<file path="src/rtl/hdd_sector_server_pkg.sv">
// Shared types and sizes for the HDD sector server.
// Imported by the sector server top.
package hdd_sector_server_pkg;

  localparam int SECTOR_BYTES = 512;
  localparam int IMG_AW_DEF   = 25;

  typedef enum logic [2:0] {
    IDLE,
    RD_REQ,
    RD_PUT,
    WR_ADDR,
    WR_CAP,
    WR_REQ,
    DONE
  } state_t;

endpackage

</file>
<file path="src/rtl/hdd_sector_server_req_edge.sv">
// Rising-edge detector for the core read/write request levels.
// A read edge masks a write edge in the same cycle.
module hdd_req_edge (
  input  logic clk,
  input  logic rst_n,
  input  logic rd,
  input  logic wr,
  output logic rd_rise,
  output logic wr_rise
);

  logic rd_q;
  logic wr_q;

  always_ff @(posedge clk or negedge rst_n) begin
    if (!rst_n) begin
      rd_q <= 1'b0;
      wr_q <= 1'b0;
    end else begin
      rd_q <= rd;
      wr_q <= wr;
    end
  end

  assign rd_rise = rd & ~rd_q;
  assign wr_rise = wr & ~wr_q & ~rd_rise;

endmodule

</file>
<file path="src/rtl/hdd_sector_server.sv">
// Serves core sector reads/writes from a byte-wide image store.
// One byte moves per image request; the core buffer is 512 bytes.
module hdd_sector_server
  import hdd_sector_server_pkg::*;
#(
  parameter int IMG_AW       = IMG_AW_DEF,
  parameter int SECTOR_BYTES = hdd_sector_server_pkg::SECTOR_BYTES
) (
  input  logic              CLK_14M,
  input  logic              reset_n,
  input  logic [15:0]       HDD_SECTOR,
  input  logic              HDD_READ,
  input  logic              HDD_WRITE,
  output logic              HDD_MOUNTED,
  output logic              HDD_PROTECT,
  output logic [8:0]        HDD_RAM_ADDR,
  output logic [7:0]        HDD_RAM_DI,
  input  logic [7:0]        HDD_RAM_DO,
  output logic              HDD_RAM_WE,
  input  logic              mount_in,
  input  logic              protect_in,
  input  logic [15:0]       img_sectors,
  output logic [IMG_AW-1:0] img_addr,
  output logic              img_rd,
  output logic              img_wr,
  output logic [7:0]        img_wdata,
  input  logic [7:0]        img_rdata,
  input  logic              img_ack,
  output logic              busy,
  output logic              err
);

  localparam logic [8:0] LAST = 9'(SECTOR_BYTES - 1);

  state_t      state;
  logic [15:0] sector;
  logic [8:0]  cnt;
  logic        zero;
  logic        rd_rise;
  logic        wr_rise;
  logic        rd_bad;
  logic        wr_bad;

  function automatic logic [IMG_AW-1:0] addr_of(
    input logic [15:0] s,
    input logic [8:0]  c
  );
    return IMG_AW'({s, c});
  endfunction

  hdd_req_edge u_edge (
    .clk     (CLK_14M),
    .rst_n   (reset_n),
    .rd      (HDD_READ),
    .wr      (HDD_WRITE),
    .rd_rise (rd_rise),
    .wr_rise (wr_rise)
  );

  assign rd_bad = (HDD_SECTOR >= img_sectors) | ~mount_in;
  assign wr_bad = rd_bad | protect_in;

  always_ff @(posedge CLK_14M or negedge reset_n) begin
    if (!reset_n) begin
      state        <= IDLE;
      sector       <= '0;
      cnt          <= '0;
      zero         <= 1'b0;
      busy         <= 1'b0;
      err          <= 1'b0;
      HDD_MOUNTED  <= 1'b0;
      HDD_PROTECT  <= 1'b0;
      HDD_RAM_ADDR <= '0;
      HDD_RAM_DI   <= '0;
      HDD_RAM_WE   <= 1'b0;
      img_addr     <= '0;
      img_rd       <= 1'b0;
      img_wr       <= 1'b0;
      img_wdata    <= '0;
    end else begin
      HDD_MOUNTED <= mount_in;
      HDD_PROTECT <= protect_in;
      unique case (state)
        IDLE: begin
          busy <= 1'b0;
          cnt  <= '0;
          if (rd_rise) begin
            sector   <= HDD_SECTOR;
            busy     <= 1'b1;
            err      <= rd_bad;
            zero     <= rd_bad;
            img_rd   <= ~rd_bad;
            img_addr <= addr_of(HDD_SECTOR, 9'd0);
            state    <= RD_REQ;
          end else if (wr_rise) begin
            sector <= HDD_SECTOR;
            busy   <= 1'b1;
            err    <= wr_bad;
            if (wr_bad) begin
              state <= DONE;
            end else begin
              HDD_RAM_ADDR <= '0;
              state        <= WR_ADDR;
            end
          end
        end
        // Out-of-range or unmounted reads still fill the buffer, with zeros.
        RD_REQ: begin
          if (zero) begin
            HDD_RAM_ADDR <= cnt;
            HDD_RAM_DI   <= '0;
            HDD_RAM_WE   <= 1'b1;
            state        <= RD_PUT;
          end else if (img_ack) begin
            img_rd       <= 1'b0;
            HDD_RAM_ADDR <= cnt;
            HDD_RAM_DI   <= img_rdata;
            HDD_RAM_WE   <= 1'b1;
            state        <= RD_PUT;
          end
        end
        RD_PUT: begin
          HDD_RAM_WE <= 1'b0;
          cnt        <= cnt + 9'd1;
          if (cnt == LAST) begin
            state <= DONE;
          end else begin
            img_rd   <= ~zero;
            img_addr <= addr_of(sector, cnt + 9'd1);
            state    <= RD_REQ;
          end
        end
        WR_ADDR: state <= WR_CAP;
        WR_CAP: begin
          img_wdata <= HDD_RAM_DO;
          img_wr    <= 1'b1;
          img_addr  <= addr_of(sector, cnt);
          state     <= WR_REQ;
        end
        WR_REQ: begin
          if (img_ack) begin
            img_wr <= 1'b0;
            cnt    <= cnt + 9'd1;
            if (cnt == LAST) begin
              state <= DONE;
            end else begin
              HDD_RAM_ADDR <= cnt + 9'd1;
              state        <= WR_ADDR;
            end
          end
        end
        DONE:    state <= IDLE;
        default: state <= IDLE;
      endcase
    end
  end

endmodule

</file>
<file path="config.mk">
export PLATFORM = sky130hd
export DESIGN_NAME = hdd_sector_server
export DESIGN_NICKNAME = d
export VERILOG_FILES = /design/src/rtl/hdd_sector_server_pkg.sv /design/src/rtl/hdd_sector_server_req_edge.sv /design/src/rtl/hdd_sector_server.sv
export SDC_FILE = /design/constraint.sdc
export NUM_CORES = 1
export LEC_CHECK = 0
export BUFFER_PORTS_ARGS = -buffer_cell sky130_fd_sc_hd__buf_4
export CORE_MARGIN = 2
export CORE_UTILIZATION = 39
export CTS_BUF_LIST = sky130_fd_sc_hd__clkbuf_16
export CTS_CLUSTER_DIAMETER = 30
export DETAILED_ROUTE_END_ITERATION = 6
export PLACE_DENSITY = 0.67
export SYNTH_ARGS = -nofsm -noshare
export SYNTH_HDL_FRONTEND = slang
export SYNTH_SLANG_ARGS = --single-unit
export TNS_END_PERCENT = 20
</file>
<file path="constraint.sdc">
create_clock -name CLK_14M -period 8 [get_ports CLK_14M]
set_input_delay 1.2 -clock CLK_14M [delete_from_list [all_inputs] [get_ports CLK_14M]]
set_output_delay 1.2 -clock CLK_14M [all_outputs]
set_load 0.005 [all_outputs]
</file>
==> impl_metrics.tcl <==
set metrics [dict create \
    path_clk_slew_ps 70 \
    multi_input_comb_area_um2 2110 \
    register_area_um2 2200 \
    cts_sinks 88 \
    numCtsBuffers 9 \
    peakVddDrop_mv 0.151 \
    grt-ovfl-total 0 \
    final_common_cell "buf_4" \
    fin_crit_sh_pct 40.5 \
    tightest_slew_ps 1000 \
    cts_root_buf "clkbuf_16" \
    syn_inst 447 \
    grt_pass1_vias 3485 \
    final.setup.tns_ps 0 \
    ioPinCount 112 \
    hp-start "sector[0]" \
    dr.pass1.iters 4 \
    cts_tree "done" \
    synth_area_per_cell_um2 10.1 \
    core-area_um2 11300 \
    path_max_fanout 50 \
    fmax_mhz 308 \
    powerDensity_nw_per_um2 361 \
    wl_um 10100 \
    fillCellCount 1053 \
    grt_use_total_pct 16.9 \
    viasPerCell 5.16 \
    period_needed_ps 3240 \
    fin_skew_ps 9.13 \
    grt_pass1_wl_um 17300 \
    final-max-slew-violation-count 0 \
    grt_max_degree 51 \
    reg2reg_to "img_addr[2]" \
    final_cell_mix "buf_4, dfrtp_1, nor2_1, a21oi_1, o21ai_0" \
    dp_hpwl_um 7430 \
    synth.area.top_cells "dfrtp_1, mux2_2, ha_1, nor2_1, a21oi_1" \
    netlist_area_um2 4500 \
    layout-drive-gt1-share_pct 30.2 \
    gp_congestion 0.845 \
    nets 617 \
    yosysTopAreaCell "dfrtp_1" \
    synth_cell_types 48 \
    antennaDiodeCount 0 \
    final_core_util_pct 50.3 \
    setup_viol 0 \
    ant_nets 0 \
    cellLeakagePower_uw 0.00267 \
    die_x_um 111 \
    syn_to_final_growth_pct 26.6 \
    rsz0062_at_grt "no" \
    holdBufCountCts 0 \
    dieArea_um2 12400 \
    finalHoldViolations 0 \
    clk_latency_ps 340 \
    cp.arrival_ps 3500 \
    status "finished, final reports clean" \
    fin_cells 692 \
    slew_headroom_pct 33.2 \
    placed_cells 676 \
    ctsResizeCount 0 \
    io_buffers 111 \
    cp.required_ps 8260 \
    hold_end "sector[0]" \
    holdPathStages 2 \
    drtIter0Drc 194 \
    vias 3569 \
    yosys_warnings 0 \
    fp.dieH_um 111 \
    seq_area_frac_synth_pct 48.9 \
    syn-num-nets 520 \
    wl_per_cell_um 14.7 \
    antenna_found_initial 0 \
    path_class "reg2reg" \
    initial_core_util_pct 39.8 \
    cp-end-kind "flip-flop" \
    startpoint_type "flip-flop" \
    r2r_start "cnt[0]" \
    r2r_slack_ps 4760 \
    cap_violations 0 \
    hp-class "reg2reg" \
    rr_worst_depth 10 \
    postCtsSetupRepairBufs 0 \
    drc 0 \
    ys_seq_elements 88 \
    clk_path_buf_depth 2 \
    synth_top_area_share_pct 48.9 \
    htreeDepth 3 \
    rows 39 \
]
-- through the flow --
step	worst slack (ps)	power (uW)	area [um2]	hold WS [ps]
global placement	4740	1650	5410	465
CTS	4780	2090	5700	498
global route	4430	2230	5700	522
detailed placement	4680	1680	5410	483
floorplan	5030	1310	4500	449
finish	4760	2060	5700	493
-- registers in the layout, indices dropped and copies added, names as in the netlist, 3 cells and up --
name / count
HDD_RAM_ADDR: 9
HDD_RAM_DI: 8
cnt: 9
img_addr: 25
img_wdata: 8
sector: 16
state: 3
-- how the worst max path moves through the flow --
stage,cells past startpoint,startpoint,endpoint,slack [ps]
final,10,cnt[0],img_addr[2],4760
after global routing,10,cnt[0],img_addr[23],4430
after CTS,9,cnt[0],img_addr[21],4780
after detailed placement,9,HDD_SECTOR[0],HDD_RAM_ADDR[6],4680
after global placement,9,HDD_SECTOR[0],HDD_RAM_ADDR[0],4740
after floorplan,8,HDD_SECTOR[0],zero,5030
-- cell families after synthesis --
family	after synthesis	share of synthesized area, %
and+or+nand+nor	125	13.4
adders and majority gates	18	5.00
AOI/OAI and AO/OA	118	16.4
xor gates and xnor gates	7	1.36
muxes	44	10.5
DFF	88	48.9
buffers and inverters	47	4.48
-- cells in the mapped netlist, drive strengths merged --
| master | count |
|---|---|
| nand2 | 23 |
| ha | 18 |
| nand2b | 8 |
| and2 | 1 |
| and3 | 6 |
| clkbuf | 21 |
| o31ai | 6 |
| a2111oi | 1 |
| nor2 | 61 |
| nor2b | 4 |
| a31oi | 2 |
| a22oi | 9 |
| buf | 6 |
| or3 | 1 |
| mux2i | 19 |
| o211ai | 1 |
| xnor2 | 3 |
| a41o | 1 |
| o32a | 1 |
| nor3 | 8 |
| o22a | 2 |
| or2 | 1 |
| a2bb2oi | 2 |
| o22ai | 1 |
| nand3b | 1 |
| nand4 | 2 |
| a21o | 2 |
| o21ai | 34 |
| a21oi | 42 |
| a221oi | 2 |
| xor2 | 4 |
| or4 | 1 |
| inv | 20 |
| dfrtp | 88 |
| mux2 | 25 |
| nand3 | 8 |
| a22o | 2 |
| a211oi | 10 |
-- worst max-delay path, cell delays in order, from the launching register on --
cell and delay, ps:
dfrtp_1 450, ha_1 290, and3_1 260, and3_1 230
and3_1 200, ha_1 270, nand2b_1 200, o22a_1 250
nor2_4 750, nor2_1 90, a21oi_1 150
-- final cells by class --
type,count,area share (%)
Clock buffer,9,3.95
Clock inverter,7,1.05
Inverter,20,1.32
Multi-Input combinational cell,312,37.0
Sequential cell,88,38.6
Tap cell,143,3.14
Timing Repair Buffer,113,14.9
-- routing by layer --
metal | vias up | share of wire (%) | global-route usage (%)
li1 | 1771 | - | -
met2 | 124 | 47 | 25.7
met5 | - | 0 | 0
met1 | 1666 | 44 | 23.8
met3 | 8 | 7.6 | 4.35
met4 | 0 | 0.94 | 5.68
-- where the power goes --
group          leakage, uW  total [uW]  internal, uW  switching (uW)
sequential         0.00105         802           647             154
clock             0.000131         404           216             188
combinational      0.00149         854           447             407
total              0.00267        2060          1310             750
No activity file was read; power rests on OpenSTA's default activity.
